$ cat src/rtl/mole_timer_bank.sv
// Bank of per-hole mole visibility down-counters sharing one level-adjustable period.
// Each channel is armed by start, counts while play and its enable are high, and pulses expire on elapse.
module mole_timer_bank #(
    parameter int CHANNELS    = 4,
    parameter int WIDTH       = 25,
    parameter int BASE_PERIOD = 25000000,
    parameter int MIN_PERIOD  = 5000000,
    parameter int STEP        = 2500000
) (
    input  logic                      clock,
    input  logic                      resetn,
    input  logic                      play,
    input  logic [CHANNELS-1:0]       enable,
    input  logic [CHANNELS-1:0]       start,
    input  logic [CHANNELS-1:0]       stop,
    input  logic [CHANNELS-1:0]       autoreload,
    input  logic                      level_up,
    input  logic                      level_reset,
    output logic [CHANNELS-1:0]       expire,
    output logic [CHANNELS-1:0]       active,
    output logic [CHANNELS*WIDTH-1:0] count,
    output logic [WIDTH-1:0]          period
);

    localparam logic [0:0] ST_IDLE = 1'b0;
    localparam logic [0:0] ST_RUN  = 1'b1;

    localparam logic [WIDTH-1:0] BASE_W = WIDTH'(BASE_PERIOD);
    localparam logic [WIDTH-1:0] MIN_W  = WIDTH'(MIN_PERIOD);
    localparam logic [WIDTH-1:0] STEP_W = WIDTH'(STEP);
    localparam logic [WIDTH-1:0] ONE_W  = WIDTH'(1);
    localparam logic [WIDTH-1:0] ZERO_W = WIDTH'(0);
    // period - STEP < MIN  <=>  period < MIN + STEP, evaluated one bit wider so it cannot wrap
    localparam logic [WIDTH:0]   FLOOR_W = {1'b0, MIN_W} + {1'b0, STEP_W};

    logic [WIDTH-1:0] period_r;
    logic [WIDTH-1:0] period_next_s;
    logic [WIDTH-1:0] reload_s;

    // Value loaded by start/autoreload, always taken from the pre-edge period
    assign reload_s = period_r - ONE_W;
    assign period   = period_r;

    // Next shared period: level_reset wins over level_up; level_up saturates at the floor
    always_comb begin
        period_next_s = period_r;
        if (level_reset) begin
            period_next_s = BASE_W;
        end else if (level_up) begin
            if ({1'b0, period_r} < FLOOR_W) begin
                period_next_s = MIN_W;
            end else begin
                period_next_s = period_r - STEP_W;
            end
        end else begin
            period_next_s = period_r;
        end
    end

    // Shared period register
    always_ff @(posedge clock or negedge resetn) begin
        if (!resetn) begin
            period_r <= BASE_W;
        end else begin
            period_r <= period_next_s;
        end
    end

    for (genvar g = 0; g < CHANNELS; g++) begin : g_chan
        logic [0:0]       state_r;
        logic [0:0]       state_next_s;
        logic [WIDTH-1:0] count_r;
        logic [WIDTH-1:0] count_next_s;
        logic             expire_r;
        logic             expire_next_s;
        logic             tick_s;

        assign tick_s = (state_r == ST_RUN) && play && enable[g];

        // Per-channel next state in priority order: start, stop, expiry, decrement, hold
        always_comb begin
            state_next_s  = state_r;
            count_next_s  = count_r;
            expire_next_s = 1'b0;
            if (start[g]) begin
                state_next_s = ST_RUN;
                count_next_s = reload_s;
            end else if (stop[g]) begin
                state_next_s = ST_IDLE;
                count_next_s = ZERO_W;
            end else if (tick_s && (count_r == ZERO_W)) begin
                expire_next_s = 1'b1;
                if (autoreload[g]) begin
                    state_next_s = ST_RUN;
                    count_next_s = reload_s;
                end else begin
                    state_next_s = ST_IDLE;
                    count_next_s = ZERO_W;
                end
            end else if (tick_s) begin
                count_next_s = count_r - ONE_W;
            end else begin
                state_next_s = state_r;
                count_next_s = count_r;
            end
        end

        // Per-channel state, count and expire pulse registers
        always_ff @(posedge clock or negedge resetn) begin
            if (!resetn) begin
                state_r  <= ST_IDLE;
                count_r  <= ZERO_W;
                expire_r <= 1'b0;
            end else begin
                state_r  <= state_next_s;
                count_r  <= count_next_s;
                expire_r <= expire_next_s;
            end
        end

        assign expire[g]                  = expire_r;
        assign active[g]                  = (state_r == ST_RUN);
        assign count[g*WIDTH +: WIDTH]    = count_r;
    end

endmodule
$ cat config.mk
export PLATFORM = sky130hd
export DESIGN_NAME = mole_timer_bank
export DESIGN_NICKNAME = d
export VERILOG_FILES = /design/src/rtl/mole_timer_bank.sv
export SDC_FILE = /design/constraint.sdc
export NUM_CORES = 1
export LEC_CHECK = 0
export CORE_ASPECT_RATIO = 1.25
export CORE_MARGIN = 2
export CORE_UTILIZATION = 59
export CTS_CLUSTER_DIAMETER = 80
export CTS_CLUSTER_SIZE = 40
export DETAILED_ROUTE_END_ITERATION = 16
export GPL_TIMING_DRIVEN = 0
export PLACE_DENSITY = 0.87
export SYNTH_ARGS = -nofsm -noshare
export SYNTH_HDL_FRONTEND = slang
export SYNTH_SLANG_ARGS = --single-unit
$ cat constraint.sdc
create_clock -name clock -period 6.6 [get_ports clock]
set_input_delay 1.32 -clock clock [delete_from_list [all_inputs] [get_ports clock]]
set_output_delay 1.32 -clock clock [all_outputs]
set_load 0.01 [all_outputs]
Word-level counts from Yosys, hierarchy flattened
Cells that the tools add are included.
- register bits: 133
- output and inout bits: 133
- word-level logic and storage cells: 96
- add/subtract/negate cells: 6
- $lt $le $gt $ge: 1
- mux-type cells: 51
- reduce and logical (&&, ||, !) cells: 25
- operator list (cell ; count):
    25-bit 2-to-1 mux ; 23
    25-bit by 1-bit subtractor with 25-bit output (second input constant) ; 5
    25-bit zero test ; 4
    1-bit 2-to-1 mux ; 28
    25-bit by 23-bit less-than comparator with 1-bit output (second input constant) ; 1
    25-bit by 22-bit subtractor with 25-bit output (second input constant) ; 1
    4-bit nonzero test ; 4
    1-bit logical AND ; 12
    3-bit nonzero test ; 4
    2-bit nonzero test ; 1

Logic depth before layout (Yosys ltp)
- depth after elaboration: 6
- mapped depth: 10

Worst setup path before layout
Ideal clock, no wire load.
- path kind: input port to flip-flop
- from: input port play
- to: register g_chan[1].count_r[12]
- library setup time: 0.126 ns
- arrival time: 3.112 ns
- setup slack: 3.362 ns
- stages on the path: 9
- path buffers: 3
- cell sequence: clkbuf_1 and3_1 clkbuf_1 nand3b_1 or3_1 clkbuf_1 o21ai_0 a21oi_1 a221o_1
- cells in the longest elaborated chain, start to end: 6
- ends and longest elaborated chain (what ; line ; text):
    start: declaration ; 12 ; input logic play,
    1-bit logical AND (*) (2 in series) ; 78 ; assign tick_s = (state_r == ST_RUN) && play && enable[g];
    1-bit logical AND ; 91 ; end else if (tick_s && (count_r == ZERO_W)) begin
    25-bit 2-to-1 mux ; 91 ;
    25-bit 2-to-1 mux ; 88 ; end else if (stop[g]) begin
    25-bit 2-to-1 mux ; 85 ; if (start[g]) begin
    end signal: assignment ; 116 ; count_r <= count_next_s;
    end: declaration ; 72 ; logic [WIDTH-1:0] count_r;
Mark *: on every way between the ends. The rest lies on a longest branch, timed or not.
A chain may end at the register's enable or synchronous reset.

Worst setup path after layout
- from: input port play
- to: register g_chan[1].count_r[0]
The elaborated chain is that of the path after synthesis.

==> impl_metrics.csv <==
group,metric,value,unit
run_status,status,"completed",
sta,finalMaxSlewViolations,0,
finish,finish.instance_area,11550,um2
cts,max-clock-path-buffers,2,
synth,most_used_flip_flop_cell_after_synthesis,"dfrtp_1",
finish,mostFrequentLayoutCells,"141 x clkdlybuf4s50_1, 116 x dfrtp_1, 114 x nor2_1",
synth,synthAdderAreaFrac,0.01498,
sta,setup-violations-final,0,
synth,seq_cells_post_synth,128,
sta,clock-skew-final,0.01018,ns
sta,timing.final.hold_violations,0,
floorplan,io_pins,154,
synth,synth.lib_cells_used.distinct,82,
synth,synth_largest_area_cell,"dfrtp_1",
setup_path,setup.worst_path.start_class,"input pin",
power_and_ir_drop,total_leakage_power,4.486,nW
place,globalplace.congestion,0.9890,
setup_path,crit_arrival,4.10,ns
sta,rsz_0062_raised_after_global_routing,"false",
cts,clock_sink_count,128,
sta,fmax,0.2650,GHz
floorplan,coreArea,15380,um2
setup_path,worst_ep_required_time,6.92,ns
cts,cts_hold_buf,0,
cts,cts.repair.resized,0,
synth,yosys-mux-area-fraction,0.004630,
synth,gate_count_post_synth,1119,
global_routing,antenna_found_initial,0,
synth,synth-simple-area-share,0.2440,
detailed_routing,first_pass_iters,6,
floorplan,fp-row-count,51,
detailed_routing,drt_first_iter_violations,1478,
detailed_routing,post_drt_via_cell_ratio,6.756,
job,cap_viol_max_count,0,
detailed_routing,route.vias.total,10201,
setup_path,crit_fanout,10,
sta,hold_slack,0.5498,ns
synth,area_share_of_the_largest_cell_type_after_synthesis,0.3159,
cts,clk_pin_slew,0.06,ns
finish,drive_above_1_share,0.07704,
cts,cts.root.buffer_cell,"clkbuf_16",
sta,maxSlewHeadroom,0.2086,
detailed_routing,ant_nets,0,
global_routing,vias_in_the_first_global_route,9683,
synth,synthTopCellsByArea,"dfrtp_1 32%, o21ai_0 5.2%, nor2_1 4.7%",
finish,finish.net_count,1317,
setup_path,worst_reg2reg_startpoint,"period[5]$_DFFE_PN0P_",
floorplan,initial_utilization,0.5974,
setup_path,timing.critical_path.from,"play",
detailed_routing,drt_wl_total,31880,um
finish,final_common_cell,"clkdlybuf4s50_1",
setup_path,type_of_the_worst_setup_path,"input pin to flip-flop",
synth,synth_top_family_by_area,"compound AO/OA/AOI/OAI gates",
synth,postSynth.asyncResetShare,1.000,
hold_path,class_of_the_tightest_hold_or_removal_check,"flip-flop to flip-flop",
synth,synth-warning-count,0,
floorplan,dieWidth,115.6,um
power_and_ir_drop,p_total,3.502,mW
synth,syn_area,9188,um2
place,placed_area,10920,um2
synth,synth-compound-area-share,0.2844,
detailed_routing,drt-wirelength-per-cell,21.11,um
synth,synth_edf_count,0,
global_routing,groute.usage.overall,0.3896,
power_and_ir_drop,pwr_density_cell,303.1,nW/um2
sta,worst_slew_pin_slew,1.176,ns
cts,numCtsBuffers,17,
synth,seq_total_area_yosys,0.3503,
global_routing,grt_overflow,0,
finish,synthToLayoutAreaGrowth,25.73,%
place,detailedPlace.worstSlack,2.471,ns
synth,post_synth.cell_area_avg,8.211,um2
place,dp.final_hpwl,22640,um
global_routing,global_route_wire_length_before_repair,50530,um
hold_path,worstHoldStart,"period[24]$_DFFE_PN1P_",
cts,clk-insertion-delay-late,0.44,ns
power_and_ir_drop,ir_worst_vdd,241.3,uV
sta,finalSetupTns,0,ns
cts,cts.repair_timing.setup_buffer_count,0,
floorplan,die_extent_in_y,143.5,um
cts,number_of_h_tree_branching_levels,4,
detailed_routing,drc_violation_count_after_routing,0,
place,portBuffers,142,
finish,n_antenna_cell,0,
setup_path,cp-end-kind,"flip-flop",
sta,worst_slack,2.826,ns
global_routing,grt_start_max_net_pins,82,
sta,layout_worst_path_cycle_share,0.5718,
floorplan,die-area,16590,um2
synth,synthXorXnorAreaFrac,0.04766,
sta,period_needed,3.774,ns
cts,cts_tree,"yes",
## metrics by stage
| step | utilization | cells |
|---|---|---|
| 3_5_place_dp | 0.7100 | 1478 |
| 3_3_place_gp | 0.7081 | 1477 |
| 5_1_grt | 0.7511 | 1510 |
| 4_1_cts | 0.7511 | 1510 |
| 6_report | 0.7511 | 1510 |
| 2_1_floorplan | - | 1123 |
## synth_stat cells (8+ instances only)
master / instances
nand3_1: 37
clkbuf_1: 55
nor2b_1: 9
a2bb2oi_1: 8
inv_1: 31
xor2_1: 23
o21ai_0: 96
and3_1: 13
nor4_1: 28
xnor2_1: 27
or4_1: 10
a211o_1: 13
a22oi_1: 21
nand2_1: 69
o211ai_1: 12
o31ai_1: 15
nand4_1: 11
o22ai_1: 12
or2_2: 9
a32oi_1: 10
ha_1: 11
nor2_1: 114
a21o_1: 9
dfstp_2: 12
or3_1: 21
a31oi_1: 15
a22o_1: 10
a21oi_1: 82
buf_4: 16
nor3b_1: 9
nor3_1: 53
a221o_1: 11
dfrtp_1: 116
## power breakdown
part / internal (mW) / switching, mW / leakage (nW)
clock: 0.662 / 0.365 / 0.307
combinational: 0.577 / 0.693 / 2.65
sequential: 0.953 / 0.252 / 1.53
total: 2.19 / 1.31 / 4.49
## flip-flops by register name (all words and copies together) (netlist names)
| register | count |
|---|---|
| period | 20 |
| g_chan.state_r | 4 |
| g_chan.expire_r | 4 |
| g_chan.count_r | 100 |
## worst paths after layout
kind / end / slack [ns] / depth (start not counted)
min reg2reg: period[24]$_DFFE_PN1P_ / 0.55 / 1
max in group asynchronous: g_chan[1].count_r[24]$_DFFE_PN0P_ / 5.02 / 2
max reg2reg: g_chan[1].count_r[17]$_DFFE_PN0P_ / 2.90 / 9
max: g_chan[1].count_r[0]$_DFFE_PN0P_ / 2.83 / 8
min: period[24]$_DFFE_PN1P_ / 0.55 / 1
min in group asynchronous: g_chan[0].count_r[1]$_DFFE_PN0P_ / 0.82 / 1
## per-layer routing
| layer | track usage | vias to the layer above | share of wire |
|---|---|---|---|
| li1 | - | 4571 | - |
| met4 | 0.2256 | 0 | 0.057 |
| met3 | 0.08646 | 141 | 0.10 |
| met2 | 0.6217 | 680 | 0.47 |
| met1 | 0.4843 | 4809 | 0.37 |
| met5 | 0 | - | 0 |
## kinds of logic (layout without fill, tap and decap cells)
family,count (synthesis),in the layout
AND/OR/NAND/NOR,427,427
AO/OA/AOI/OAI,387,387
flip-flops,128,128
buffers and inverters,111,286
XOR/XNOR,50,50
adder cells (fa/ha/maj),11,11
multiplexers,4,4
other,1,5
## worst max-delay path: stages
cell and delay [ns]:
clkbuf_1 0.54, and3_1 0.27, clkbuf_1 0.19, nand3b_1 0.31, nor3_1 0.36, nor3b_1 0.67
o31ai_1 0.13, a221o_1 0.31
## layout make-up
cell class | count | area, um2
plain buffers | 80 | 376.6
clock buffers | 23 | 478.0
clock inverters | 9 | 155.1
fillers | 1159 | 3827
inverters | 31 | 116.4
multi-input cells | 884 | 5492
flip-flops and latches | 128 | 3218
well taps | 212 | 265.3
repair buffers | 143 | 1450
Power figures use the tool's default switching activity.
